File: config.mk
export PLATFORM = sky130hd
export DESIGN_NAME = shifter_palette
export DESIGN_NICKNAME = d
export VERILOG_FILES = /design/src/rtl/shifter_palette.sv
export SDC_FILE = /design/constraint.sdc
export NUM_CORES = 1
export LEC_CHECK = 0
export CORE_ASPECT_RATIO = 1.1
export CORE_MARGIN = 2
export CORE_UTILIZATION = 55
export CTS_CLUSTER_DIAMETER = 200
export DETAILED_ROUTE_END_ITERATION = 8
export PLACE_DENSITY = 0.81
export SETUP_SLACK_MARGIN = 0.4
export SLEW_MARGIN = 20
export SYNTH_ARGS = -nofsm -noshare
export SYNTH_HDL_FRONTEND = slang
export SYNTH_SLANG_ARGS = --single-unit
File: constraint.sdc
create_clock -name clk32 -period 1.9 [get_ports clk32]
set_input_delay 0.475 -clock clk32 [delete_from_list [all_inputs] [get_ports clk32]]
set_output_delay 0.475 -clock clk32 [all_outputs]
set_load 0.01 [all_outputs]
File: src/rtl/shifter_palette.sv
// Purpose: 16-entry colour palette with CPU read/write port and pixel colour lookup (low/medium/mono).
// Latency: CPU read data 1 clk32 after address; colour/mono outputs 1 pixClkEn edge after index.
// Backpressure: none; bus accesses are never stalled and the pixel path advances only on pixClkEn.
//
// Ports:
//   clk32, nReset             clock, async active-low reset
//   pixClkEn                  pixel-rate enable (one clk32 wide)
//   rez, color_index, DE,     resolution, pixel index, display enable,
//   BLANK_N                   blanking (0 = black)
//   nCS, RW, nUDS, nLDS, A,   CPU palette register access
//   DIN, DOUT                 CPU write / registered read data
//   R, G, B, MONO             video outputs
module shifter_palette #(
    parameter int STE = 1
) (
    input  logic        clk32,
    input  logic        nReset,
    input  logic        pixClkEn,
    input  logic [1:0]  rez,
    input  logic [3:0]  color_index,
    input  logic        DE,
    input  logic        BLANK_N,
    input  logic        nCS,
    input  logic        RW,
    input  logic        nUDS,
    input  logic        nLDS,
    input  logic [3:0]  A,
    input  logic [15:0] DIN,
    output logic [15:0] DOUT,
    output logic [3:0]  R,
    output logic [3:0]  G,
    output logic [3:0]  B,
    output logic        MONO
);

    logic [11:0] r_pal [16];
    logic        r_wr_prev;
    logic [11:0] r_rgb;
    logic        r_mono;
    logic [15:0] r_dout;

    logic        w_wr_cond;
    logic        w_commit;
    logic [11:0] w_din_m;
    logic [3:0]  w_idx;
    logic        w_mono_bit;
    logic        w_unused;

    // The upper nibble of the CPU word has no storage behind it.
    assign w_unused = ^DIN[15:12];

    assign w_wr_cond = ~nCS & ~RW & (~nUDS | ~nLDS);
    // Commit only on the rising edge of the write condition so held strobes write once.
    assign w_commit  = w_wr_cond & ~r_wr_prev;

    // The 9-bit palette has no storage for the top bit of each gun.
    assign w_din_m = (STE != 0) ? DIN[11:0] : (DIN[11:0] & 12'h777);

    always_comb begin
        w_idx = color_index;
        if (rez == 2'd1) begin
            w_idx = {2'b00, color_index[1:0]};
        end
        if (!DE) begin
            w_idx = 4'h0;
        end
    end

    assign w_mono_bit = BLANK_N & DE & ~(color_index[0] ^ r_pal[0][0]);

    // Edge detector resets to "condition seen true": a strobe held across reset
    // must go inactive once before it can commit again.
    always_ff @(posedge clk32 or negedge nReset) begin
        if (!nReset) begin
            r_wr_prev <= 1'b1;
        end else begin
            r_wr_prev <= w_wr_cond;
        end
    end

    always_ff @(posedge clk32 or negedge nReset) begin
        if (!nReset) begin
            for (int i = 0; i < 16; i++) begin
                r_pal[i] <= 12'h000;
            end
        end else if (w_commit) begin
            if (!nUDS) begin
                r_pal[A][11:8] <= w_din_m[11:8];
            end
            if (!nLDS) begin
                r_pal[A][7:0] <= w_din_m[7:0];
            end
        end
    end

    always_ff @(posedge clk32 or negedge nReset) begin
        if (!nReset) begin
            r_dout <= 16'h0000;
        end else if (!nCS && RW) begin
            r_dout <= {4'h0, r_pal[A]};
        end else begin
            r_dout <= 16'h0000;
        end
    end

    // Lookup reads the palette before any same-edge write lands.
    always_ff @(posedge clk32 or negedge nReset) begin
        if (!nReset) begin
            r_rgb  <= 12'h000;
            r_mono <= 1'b0;
        end else if (pixClkEn) begin
            if (rez == 2'd2) begin
                r_mono <= w_mono_bit;
                r_rgb  <= {12{w_mono_bit}};
            end else begin
                r_mono <= 1'b0;
                r_rgb  <= BLANK_N ? r_pal[w_idx] : 12'h000;
            end
        end
    end

    assign DOUT = r_dout;
    assign R    = r_rgb[11:8];
    assign G    = r_rgb[7:4];
    assign B    = r_rgb[3:0];
    assign MONO = r_mono;

endmodule

======== After elaboration in Yosys (flattened, before gate mapping) ========
Cells that the tools add are included.
operators by class
  $lt $le $gt $ge ......................... 3
  $mul .................................... 0
  add/sub/neg operators ................... 0
  bitwise logic cells ..................... 15
  shift operators ......................... 0
  reduce and logical (&&, ||, !) cells .... 3
  divide/modulo/power cells ............... 0
  muxes and demuxes ....................... 21
  eq/ne operators ......................... 2
operators with widths
  kind                                                         number
  two-way mux 192 bit                                          3
  bitwise mux 192 bit                                          2
  binary-select mux 12 bit (select 4 bit)                      2
  demux 12 bit (select 4 bit)                                  2
  two-way mux 12 bit                                           8
  >= comparator 5 bit (second input constant)                  2
  inverter 4 -> 5 bit                                          2
  two-way mux 4 bit                                            2
  two-way mux 8 bit                                            1
  inverter 1 bit                                               6
  AND 1 bit                                                    5
  less-than comparator 5 x 1 -> 1 bit (second input constant)  1
  equality test 2 x 1 -> 1 bit (second input constant)         1
  equality test 2 bit (second input constant)                  1
  logical AND 1 bit                                            2
  zero test 1 bit                                              1
  two-way mux 1 bit                                            1
  OR 1 bit                                                     1
  bitwise XOR 1 bit                                            1
word-level totals
  memories ................................ 0
  memory bits (read-only) ................. 0
  bits in writable memories ............... 0
  input port bits ......................... 35
  bits in registers ....................... 222
  logic and storage cells ................. 64
  latch bits .............................. 0

======== Longest topological paths before layout ========
Gate-level depths: netlist of the first run.
  depth in word-level cells ............... 10
  depth in mapped cells ................... 8
  gate-level depth less buffers ........... 5

======== Least setup slack after synthesis of the first run ========
No wires, ideal clock.
  path type ............................... input to register
  from .................................... input A[0]
  to ...................................... register r_dout[2] (netlist: DOUT[2])
  setup slack ............................. -0.284 ns
  buffers on the path ..................... 2
  required time ........................... 1.768 ns
  setup time .............................. 0.132 ns
  cell stages on the path ................. 5
  arrival time ............................ 2.052 ns
  path through ............................ buf_2 > buf_2 > mux4_2 > mux4_2 > nor2b_1
on the way
  longest elaborated chain between the ends .. 5
RTL lines
  what                                                    RTL line  text
  start, declared                                         27        input logic [3:0] A,
  inverter 4 -> 5 bit (implied by the code)               100       r_dout <= {4'h0, r_pal[A]};
  binary-select mux 12 bit (select 4 bit)                 100
  two-way mux 12 bit (implied by the code) (2 in series)  100
  two-way mux 12 bit                                      99        end else if (!nCS && RW) begin
  end signal, assigned                                    100
  end, declared                                           40        logic [15:0] r_dout;
Every way passes these cells. The select of a mux whose other input is x is not followed.
A chain may end at the register's enable or synchronous reset.

======== Worst setup path after layout of the first run ========
  from .................................... register r_wr_prev
  to ...................................... register r_pal[25] (netlist name)
on the way
  longest elaborated chain between the ends .. 2
RTL lines
  what                           RTL line  text
  start, declared                37        logic r_wr_prev;
  start signal, assigned         77        r_wr_prev <= w_wr_cond;
  inverter 1 bit                 54        assign w_commit = w_wr_cond & ~r_wr_prev;
  AND 1 bit                      54
  end signal, assigned by index  88        r_pal[A][11:8] <= w_din_m[11:8];
  end signal, assigned by index  91        r_pal[A][7:0] <= w_din_m[7:0];
  end, declared                  36        logic [11:0] r_pal [16];
Every way passes these cells.

==> impl_metrics.tcl, run 1 <==
set metrics [dict create \
    path_class "register to register" \
    synth_area_mm2 0.01147 \
    start_util_pct 55.94 \
    die_w_um 141.7 \
    p_leak_uw 0.007565 \
    drcViolationCount 0 \
    wirelength_mm 46.16 \
    setup_viol 142 \
    synth_top_cell_area_share_pct 47.34 \
    yosysWarnings 0 \
    synth_cell_types 45 \
    cp_num_buf_inv 3 \
    cpMostUsedCell "buf_6" \
    yosys.area.top_type "dfrtp_1" \
    grt.total_usage_pct 38.32 \
    synth_area_leaders "dfrtp_1 (47%), mux2_2 (19%), mux4_2 (12%)" \
    setup_ws_ns -0.1864 \
    numClockSinks 218 \
    hold_path.class "input pin to register" \
    grt_start_max_net_pins 60 \
    cap_violations 0 \
    synth_most_common_cell "dfrtp_1" \
    gr-total-overflow 0 \
    yosys-top-cells-count "dfrtp_1 (217), mux2_2 (194), nand2_1 (65), mux4_2 (60), clkbuf_1 (49)" \
    drt_first_iter_violations 1254 \
    port-buffer-count 55 \
    antenna_found_initial 1 \
    worst_pin_slew_ns 0.6511 \
    cts_tree "done" \
    ys_ff_latch 218 \
    vdd_drop_max_mv 0.7020 \
    violations "setup timing" \
    async_flop_share_pct 100.0 \
    rsz0062_at_grt "yes" \
    status "finished with violations" \
    nNetsFinal 1123 \
    worstPathCellList "or4_4, buf_6, nor2_2, buf_6, nand3_2, buf_6, mux2_2" \
    skew_ns 0.01376 \
    powerDensity_mw_per_mm2 851.5 \
    syn_to_final_growth_pct 40.88 \
    slowest_stage "or4_4" \
    cp_top_family "simple AND/OR/NAND/NOR gates" \
    final.period_utilization_pct 109.8 \
    period_minus_slack_ns 2.086 \
    core.rowCount 55 \
    die_y_um 155.5 \
    crit_fanout 5 \
    fin_hold_ws_ns 0.2013 \
    max_slew_margin_pct 56.46 \
    clockBufferDepth 3 \
    ioPinCount 64 \
    synth-main-ff-cell "dfrtp_1" \
    detailedPlacementHpwl_mm 23.57 \
    syn_avg_cell_area_um2 13.35 \
    grt_pass1_vias 10220 \
    max_freq_ghz 0.4793 \
    end_kind "register" \
    cp.arrival_ns 2.48 \
    ys_seq_area_share_pct 47.57 \
    gp_congestion 0.9065 \
    first_pass_iters 5 \
    clkLatencyLatePin_ns 0.52 \
    grt_pass1_wl_mm 62.63 \
    antenna_left 0 \
    tns_ns -12.15 \
    slowest_delay_ns 0.55 \
    syn_inst 859 \
    clkSlewWorstSetupHoldPaths_ns 0.06 \
    instances_no_fill 1359 \
    die_area_mm2 0.02203 \
    antenna_cells 0 \
    synth_edf_count 0 \
    maxSlewViolCount 0 \
    vias 10140 \
    h-tree-depth 1 \
    cts_root_buffer "clkbuf_16" \
    start_kind "register" \
    viasPerCell 7.464 \
    required_ns 2.29 \
    dp_cells 1228 \
    drive_gt1_share_pct 59.38 \
    power_uw 13760 \
    post-route-util_pct 78.80 \
    core_mm2 0.02051 \
    cts_buffers 23 \
    wl_per_cell_um 33.97 \
    hold_violations 0 \
]
## cells in the final DEF, fill, tap and decap left out, types with 32 or more instances in the layout
| cell type | count |
|---|---|
| mux2_2 | 122 |
| buf_6 | 56 |
| dfrtp_1 | 217 |
| mux4_2 | 60 |
| buf_12 | 32 |
| mux2i_1 | 39 |
| nand2_1 | 45 |
| mux2_4 | 74 |
| o211ai_1 | 45 |
| buf_4 | 132 |
## through the flow
stage / cell area, µm² / worst slack (ns)
5_1_grt: 16160 / -0.2042
2_1_floorplan: 12000 / -0.2499
3_5_place_dp: 13620 / -0.7671
6_report: 16160 / -0.1864
4_1_cts: 15420 / -0.08959
3_3_place_gp: 13620 / -0.7338
## sequential cells by signal (all words and copies together), names as in the netlist
name       cells
DOUT          12
MONO           1
r_pal        192
r_rgb         12
r_wr_prev      1
## layout make-up
class,count,area [µm²]
Multi-Input combinational cell,570,6728
Sequential cell,218,5456
Fill cell,1004,4347
Timing Repair Buffer,274,2819
Clock buffer,30,651.9
Tap cell,256,320.3
Clock inverter,10,181.4
Inverter,1,3.754
## worst min-delay path: cells and delay by family
kind	cells	cell delay [ns]
buf+inv	2	0.19
compound gates	1	0.04
## path summary, 6_finish.rpt
path | startpoint | endpoint | slack, ns | cells past startpoint
hold / removal | nCS | r_wr_prev$_DFF_PN1_ | 0.20 | 3
max in group asynchronous | nReset | r_pal[56]$_DFFE_PN0P_ | 0.67 | 3
setup / recovery | r_wr_prev$_DFF_PN1_ | r_pal[25]$_DFFE_PN0P_ | -0.19 | 7
hold reg to reg | r_rgb[8]$_DFFE_PN0P_ | r_rgb[8]$_DFFE_PN0P_ | 0.50 | 1
min in group asynchronous | nReset | r_pal[153]$_DFFE_PN0P_ | 0.51 | 2
setup reg to reg | r_wr_prev$_DFF_PN1_ | r_pal[25]$_DFFE_PN0P_ | -0.19 | 7
## timing repair
item | 4_1_cts | 5_1_grt
pin swaps | 31 | 52
hold endpoints to repair | 50 | 0
hold buffers | 1 | 0
setup endpoints to repair | 241 | 240
cloned | 6 | 0
setup buffers | 51 | 33
gates resized for setup | 248 | 101
## power breakdown
group	switching, µW	total, µW	leakage, µW	internal, µW
clock	1980	5070	0.000408	3090
sequential	540	5710	0.00292	5170
combinational	1340	2970	0.00423	1630
total	3860	13800	0.00756	9900
## routing by layer
| layer | track usage [%] | part of all wire (%) | vias to the layer above | routed length [µm] |
|---|---|---|---|---|
| met5 | 0 | 0 | - | 0 |
| met4 | 23.62 | 9.3 | 0 | 4294 |
| met3 | 10.56 | 12 | 357 | 5760 |
| met2 | 60.31 | 46 | 1016 | 21030 |
| met1 | 47.30 | 33 | 5007 | 15080 |
| li1 | - | - | 3764 | - |
## cell families (layout without fill, tap and decap cells)
family	Yosys count	count (layout)	synth area share, %
mux	298	298	34.69
simple gates	149	151	6.741
compound gates	116	116	8.126
flops	218	218	47.57
other cells	1	4	0.03269
buf+inv	76	315	2.771
xor+xnor	1	1	0.07637
(Power assumes the default switching activity.)
==> inputs of run 2 (changes only) <==
--- a/config.mk
+++ b/config.mk
@@ -12,6 +12,7 @@
 export DETAILED_ROUTE_END_ITERATION = 8
 export PLACE_DENSITY = 0.81
 export SETUP_SLACK_MARGIN = 0.4
+export SKIP_LAST_GASP = 1
 export SLEW_MARGIN = 20
 export SYNTH_ARGS = -nofsm -noshare
 export SYNTH_HDL_FRONTEND = slang
==> run 2 against run 1 <==
- the run still ends with setup timing left
- non-clock buffer count grew 5
- register-to-register slack is essentially flat
- setup slack lost 0.0047 ns
- flip-flop and latch count is the same
- sequential power is essentially flat
- final cell count grew 0.37%
- final area shrank 0.43%
- via count grew 0.37%
- clock skew shrank 0.0017 ns
- critical path type unchanged
- critical endpoint is now r_pal[89]$_DFFE_PN0P_
==> impl_metrics.tcl, run 2 (synthesized netlist as in run 1, its figures left out) <==
set metrics [dict create \
    final.period_utilization_pct 110.1 \
    setup_viol 141 \
    fin_hold_ws_ns 0.2040 \
    antenna_found_initial 1 \
    drive_gt1_share_pct 58.84 \
    die_y_um 155.5 \
    cp.arrival_ns 2.49 \
    path_class "register to register" \
    grt_pass1_wl_mm 63.14 \
    worst_pin_slew_ns 0.7799 \
    max_freq_ghz 0.4782 \
    drcViolationCount 0 \
    first_pass_iters 6 \
    min_from "nCS" \
    required_ns 2.30 \
    die_w_um 141.7 \
    status "finished with violations" \
    core_mm2 0.02051 \
    maxSlewViolCount 0 \
    dpl-instance-area_mm2 0.01362 \
    powerDensity_mw_per_mm2 853.4 \
    rr_startpoint "r_wr_prev$_DFF_PN1_" \
    p_leak_uw 0.007512 \
    port-buffer-count 55 \
    grt_pass1_vias 10230 \
    r2r_cells 7 \
    gp_congestion 0.9065 \
    rsz0062_at_grt "yes" \
    die_area_mm2 0.02203 \
    clkLatencyLatePin_ns 0.53 \
    nNetsFinal 1128 \
    numClockSinks 218 \
    core.rowCount 55 \
    cts_tree "done" \
    skew_ns 0.01207 \
    largest_register_ffs 192 \
    min_path_cells 3 \
    cts_root_buffer "clkbuf_16" \
    wirelength_mm 47.17 \
    crit_fanout 8 \
    violations "setup timing" \
    ioPinCount 64 \
    wl_per_cell_um 34.58 \
    hold_path.class "input pin to register" \
    rrSetupSlack_ns -0.19 \
    setup_ws_ns -0.1911 \
    grt_start_max_net_pins 60 \
    gr-total-overflow 0 \
    grt.total_usage_pct 38.59 \
    post-route-util_pct 78.47 \
    final_cell_mix "dfrtp_1 (216), buf_4 (146), mux2_2 (134)" \
    h-tree-depth 1 \
    period_minus_slack_ns 2.091 \
    clockBufferDepth 3 \
    r2r-end "r_pal[89]$_DFFE_PN0P_" \
    final_common_cell "dfrtp_1" \
    detailedPlacementHpwl_mm 23.57 \
    cts_buffers 23 \
    antenna_left 0 \
    start_util_pct 55.94 \
    max_slew_margin_pct 47.85 \
    pre_cts_slack_ns -0.7671 \
    largest-register "r_pal" \
    cap_violations 0 \
    vias 10180 \
    vdd_drop_max_mv 0.7162 \
    start_kind "register" \
    antenna_cells 0 \
    clkSlewWorstSetupHoldPaths_ns 0.06 \
    whs_endpoint "r_wr_prev$_DFF_PN1_" \
    stdcell_area_mm2 0.01609 \
    syn_to_final_growth_pct 40.28 \
    hold_violations 0 \
    viasPerCell 7.465 \
    drt_first_iter_violations 1448 \
    end_kind "register" \
]
-- run 2: cell types whose count changed in the layout (fill, tap and decap cells not counted), moves of 7 or more --
cell	delta
buf_4	+14
mux2_2	+12
buf_6	-7
mux2_4	-13
-- run 2: stage by stage --
| stage | std cells | total power, µW | TNS, ns |
|---|---|---|---|
| 2_1_floorplan | 862 | 6971 | -12.56 |
| 4_1_cts | 1326 | 13120 | -3.975 |
| 6_report | 1364 | 13730 | -12.53 |
| 3_5_place_dp | 1228 | 7857 | -143.90 |
| 5_1_grt | 1364 | 14020 | -13.38 |
| 3_3_place_gp | 1228 | 7758 | -136.81 |
-- run 2: layer usage --
layer | wire (µm) | track usage [%] | up-vias
met5 | 18 | 0 | -
met4 | 4754 | 24.81 | 2
met3 | 6115 | 9.357 | 384
met2 | 20900 | 60.77 | 1029
met1 | 15380 | 48.00 | 5009
li1 | - | - | 3758
-- run 2: final cells by class --
cell class	instances	area, µm²
multi-input cells	570	6666
flip-flops and latches	218	5458
fillers	1023	4415
repair buffers	279	2810
clock buffers	30	651.9
well taps	256	320.3
clock inverters	10	181.4
inverters	1	3.754
-- run 2: what timing repair did --
| action | 4_1_cts | 5_1_grt |
|---|---|---|
| setup buffers | 51 | 38 |
| pin swaps | 31 | 42 |
| hold buffers | 1 | 0 |
| hold endpoints to repair | 50 | 0 |
| cloned | 6 | 0 |
| endpoints found under the setup margin | 241 | 240 |
| resized for setup | 243 | 78 |
-- run 2: worst max-delay path by stage --
stage	start	endpoint	slack (ns)	cells after the start
2_1_floorplan	RW	r_pal[100]$_DFFE_PN0P_	-0.25	5
3_3_place_gp	RW	r_pal[124]$_DFFE_PN0P_	-0.73	8
3_5_place_dp	RW	r_pal[125]$_DFFE_PN0P_	-0.77	8
4_1_cts	r_wr_prev$_DFF_PN1_	r_pal[36]$_DFFE_PN0P_	-0.09	7
5_1_grt	r_wr_prev$_DFF_PN1_	r_pal[146]$_DFFE_PN0P_	-0.19	5
6_report	r_wr_prev$_DFF_PN1_	r_pal[89]$_DFFE_PN0P_	-0.19	7
-- run 2: report_power, final --
group / internal [µW] / switching, µW / total [µW]
Combinational: 1610 / 1360 / 2970
Clock: 3090 / 1970 / 5060
Sequential: 5170 / 529 / 5700
-- run 2: worst max-delay path: stages (launching register included) --
cell     delay (ns)
dfstp_2        0.37
or4_4          0.56
buf_6          0.16
nor3_4         0.11
buf_6          0.14
buf_4          0.16
nand2_8        0.13
mux2_2         0.32
==> edit 1 (config.mk and constraints of run 2) <==
Add an input register stage for `nUDS`, without a reset; this delays it by one clock. The other inputs are not delayed to match.
--- a/src/rtl/shifter_palette.sv
+++ b/src/rtl/shifter_palette.sv
@@ -33,6 +33,12 @@
     output logic        MONO
 );
 
+    logic nUDS_q;
+
+    always_ff @(posedge clk32) begin
+        nUDS_q <= nUDS;
+    end
+
     logic [11:0] r_pal [16];
     logic        r_wr_prev;
     logic [11:0] r_rgb;
@@ -49,7 +55,7 @@
     // The upper nibble of the CPU word has no storage behind it.
     assign w_unused = ^DIN[15:12];
 
-    assign w_wr_cond = ~nCS & ~RW & (~nUDS | ~nLDS);
+    assign w_wr_cond = ~nCS & ~RW & (~nUDS_q | ~nLDS);
     // Commit only on the rising edge of the write condition so held strobes write once.
     assign w_commit  = w_wr_cond & ~r_wr_prev;
 
@@ -84,7 +90,7 @@
                 r_pal[i] <= 12'h000;
             end
         end else if (w_commit) begin
-            if (!nUDS) begin
+            if (!nUDS_q) begin
                 r_pal[A][11:8] <= w_din_m[11:8];
             end
             if (!nLDS) begin
Function: changed (a bounded check fails within 4 cycles, from zero or initial values and one cycle with nReset low).
==> edit 1 against run 2 <==
- via count down 6.4%
- die area up 2.7%
- synthesized area up 2.8%
- sequential cell count up 1
- sequential power about the same
- fmax up 20%
- global-route usage down 5.4 points
- synthesized cell count up 7.0%
- routed wire length down 18%
- total power down 3.7%
- final area down 3.0%
- sequential share of layout area up 1.2 points
- worst setup slack better by 0.36 ns
- largest power group unchanged
- highest routed layer is now met4
==> edit 1: results (changes against run 2) <==
[run_status]
status = finished, final reports clean  ; was finished, violations left

[critical_path]
arrival_ns = 2.13  ; was 2.49 ns
reg2reg_setup_slack_ns = 0.16  ; was -0.19 ns
worstPathMaxFanout = 4  ; was 8

[route]
wl_met3_mm = 3.55  ; was 6.12 mm
wl_met2_mm = 18.5  ; was 20.9 mm
wl_per_cell_um = 27.7  ; was 34.6 um
totalWireLength_mm = 38.4  ; was 47.2 mm
vias = 9530  ; was 10.2k

[yosys]
netlist_instances = 919  ; was 859
synth_compound_area_share_pct = 8.60  ; was 8.13%
ys_top_cells_by_area = dfrtp_1, mux2_2, mux4_2, mux2i_1, clkbuf_1  ; was dfrtp_1, mux2_2, mux4_2, mux2i_1, o211ai_1
synthMuxAreaShare_pct = 33.8  ; was 34.7%
yosysSeqAreaShare_pct = 46.5  ; was 47.6%
synth_xor_area_share_pct = 0.0743  ; was 0.0764%
yosys-top-cells-count = dfrtp_1, mux2_2, mux2i_1, clkbuf_1, mux4_2  ; was dfrtp_1, mux2_2, nand2_1, mux4_2, clkbuf_1

[power]
ir_drop_mv = 0.505  ; was 0.716 mV
intPower_uw = 9560  ; was 9870 uW
pg_clk_uw = 4890  ; was 5060 uW

[grt]
grt_pass1_vias = 9860  ; was 10.2k
antenna_found_initial = 0  ; was 1
grt_pass1_wl_mm = 57.1  ; was 63.1 mm
grt_usage_pct = 33.2  ; was 38.6%

[hold_path]
hold_depth = 2  ; was 3

[placement]
placed_cells_incl_taps = 1325  ; was 1,228

[cells_and_area]
fillers = 1203  ; was 1,023

[cts]
post_cts_buffers = 7  ; was 51

==> edit 1: cell types whose count changed after synthesis, sizes merged, moves of 12 or more <==
cell           run 2  this run
a211oi            24         1
a21oi              2        23
mux2i             42        59
mux4              60        48
nand2             65        36
nand3b             0        12
nor2              17        39
nor3b             21         0
o211ai            45        12
o22ai              6        27
==> edit 1: through the flow <==
step	hold slack, ns	total power, uW	util [%]
6_report	0.124	13200	73.8
2_1_floorplan	0.179	7070	-
4_1_cts	0.105	12900	71.8
3_5_place_dp	0.430	8000	65.8
5_1_grt	0.124	13600	73.8
3_3_place_gp	0.418	7900	65.8
==> edit 1: worst max path at each step <==
stage	start	endpoint	slack [ns]	cells past startpoint
final	nUDS_q$_DFF_P_	r_pal[188]$_DFFE_PN0P_	0.16	5
after floorplan	A[0]	r_pal[174]$_DFFE_PN0P_	-0.05	5
after detailed placement	pixClkEn	r_rgb[6]$_DFFE_PN0P_	-0.81	6
after global routing	nUDS_q$_DFF_P_	r_pal[188]$_DFFE_PN0P_	0.1	5
after global placement	pixClkEn	r_rgb[4]$_DFFE_PN0P_	-0.75	6
after CTS	nUDS_q$_DFF_P_	r_pal[155]$_DFFE_PN0P_	0.19	6
==> edit 1: cell type report <==
type,instances,area [um2],area share [%]
Clock buffer,30,642,4.11
Sequential cell,219,5480,35.1
Inverter,5,18.8,0.120
Clock inverter,11,166,1.07
Timing Repair Buffer,208,2150,13.8
Tap cell,290,363,2.32
Multi-Input combinational cell,624,6790,43.5
==> edit 1: per-layer routing <==
metal | vias to the layer above | track usage [%]
met5 | - | 0
met4 | 0 | 15.9
met2 | 668 | 53.8
li1 | 3851 | -
met1 | 4819 | 43.0
met3 | 192 | 6.81
==> edit 2 (config.mk and constraints of run 2) <==
Without the edit above. Register the outputs `R`, `G` and `B`, with the module's reset; this adds one clock of latency there. The other outputs are not delayed to match.
--- a/src/rtl/shifter_palette.sv
+++ b/src/rtl/shifter_palette.sv
@@ -120,9 +120,17 @@
     end
 
     assign DOUT = r_dout;
-    assign R    = r_rgb[11:8];
-    assign G    = r_rgb[7:4];
-    assign B    = r_rgb[3:0];
+    always_ff @(posedge clk32 or negedge nReset) begin
+        if (!nReset) begin
+            R <= '0;
+            G <= '0;
+            B <= '0;
+        end else begin
+            R <= r_rgb[11:8];
+            G <= r_rgb[7:4];
+            B <= r_rgb[3:0];
+        end
+    end
     assign MONO = r_mono;
 
 endmodule
Formal check against the unedited RTL: not equivalent (a bounded check fails within 4 cycles, from zero or initial values and one cycle with nReset low).
==> edit 2 against run 2 <==
- the flow still finishes with violations (setup timing)
- total power down 2.4%
- highest routed layer is now met4
- worst setup slack improved by 0.012 ns
- fmax increased by 0.58%
- sequential power is 4.4% higher
- combinational power fell by 16%
- routed wire length fell by 21%
- synthesized cell count up 7.6%
- largest power group unchanged
- sequential cell count up 12
- final area down 2.2%
- clock power down 2%
- synthesized area is 4.7% higher
- critical endpoint is now r_pal[0]$_DFFE_PN0P_
- critical path type unchanged
- sequential share of layout area rose by 2.7 points
- non-clock buffer count down 71
==> edit 2: results (changes against run 2) <==
[yosys]
netlist_instances = 924  ; was 859
yosysSeqAreaShare_pct = 47.9  ; was 47.6%
yosys-top-cells-count = dfrtp_1, mux2_2, mux2i_1, clkbuf_1, mux4_2  ; was dfrtp_1, mux2_2, nand2_1, mux4_2, clkbuf_1
ys_top_cells_by_area = dfrtp_1, mux2_2, mux4_2, mux2i_1, clkbuf_1  ; was dfrtp_1, mux2_2, mux4_2, mux2i_1, o211ai_1
yosysWarnings = 0  ; unchanged
synth_xor_area_share_pct = 0.0729  ; was 0.0764%
netlist-cell-type-count = 54  ; was 45
synthMuxAreaShare_pct = 33.2  ; was 34.7%
synth_compound_area_share_pct = 9.34  ; was 8.13%

[power]
intPower_uw = 9800  ; was 9870 uW
power.total_uw = 13400  ; was 13,700 uW
p_leak_uw = 0.00734  ; was 0.00751 uW
seq_power_share_pct = 44.4  ; was 41.5%
comb_cell_power_uw = 2490  ; was 2970 uW
ir_drop_mv = 0.693  ; was 0.716 mV

[run_status]
status = finished, violations left  ; unchanged
violations = setup timing  ; unchanged

[sta]
skew_ns = 0.00910  ; was 0.0121 ns
setup_viol = 109  ; was 141
maxSlewHeadroom_pct = 55.3  ; was 47.8%
whs_ns = 0.264  ; was 0.204 ns
worst_slack_ns = -0.179  ; was -0.191 ns
tns_ns = -8.30  ; was -12.53 ns

[critical_path]
reg2reg_to = r_pal[0]$_DFFE_PN0P_  ; was r_pal[89]$_DFFE_PN0P_
worstSetupPathType = reg -> reg  ; unchanged

[hold_path]
hold_depth = 2  ; was 3
hold_start = nUDS  ; was nCS

[placement]
place_hpwl_mm = 23.6  ; about the same
pre_cts_ws_ns = -0.747  ; was -0.767 ns
placed_cells_incl_taps = 1325  ; was 1,228
place_congestion = 0.912  ; was 0.907
place_area_um2 = 14400  ; was 13,600 um2

[route]
vias = 9335  ; was 10.2k
wl_met2_mm = 18.3  ; was 20.9 mm
highest_layer = met4  ; was met5
wl_met1_mm = 14.3  ; was 15.4 mm
first_pass_iters = 4  ; was 6
wl_per_cell_um = 27.0  ; was 34.6 um

[grt]
met2_usage_pct = 50.8  ; was 60.8%
grt_pass1_wl_mm = 56.8  ; was 63.1 mm
grt_pass1_vias = 9726  ; was 10.2k
grt_usage_pct = 31.5  ; was 38.6%
grt_max_degree = 58  ; was 60

[cells_and_area]
drive_gt1_share_pct = 51.0  ; was 58.8%
fillers = 1284  ; was 1,023

[edit 2: cell types whose count changed in the layout (fill, tap and decap cells not counted), sizes merged, moves of 27 or more]
cell	delta
buf	-76
nand2	-39
nor2	+34
mux2i	+28
a21oi	+27
[edit 2: timing repair]
item | CTS | global route
hold buffers | 1 | 0
gates cloned | 0 | 1
setup buffers | 14 | 4
setup endpoints to repair | 241 | 235
gates resized for setup | 181 | 33
pin swaps | 20 | 8
hold endpoints to repair | 48 | 0
[edit 2: cell type report]
type                       instances  area [um2]  area share, %
inverter                           1        3.75         0.0239
timing repair buffer             208        2020           12.8
tap                              290         363           2.31
multi-input combinational        616        6760           42.9
clock inverter                     6        85.1          0.541
sequential                       230        5760           36.6
clock buffer                      35         753           4.79
[edit 2: cells by family (layout without fill, tap and decap cells)]
family | after synthesis | after routing
simple gates | 146 | 146
buf+inv | 81 | 250
flops | 230 | 230
compound gates | 153 | 153
xor+xnor | 1 | 1
mux | 312 | 312
other cells | 1 | 4
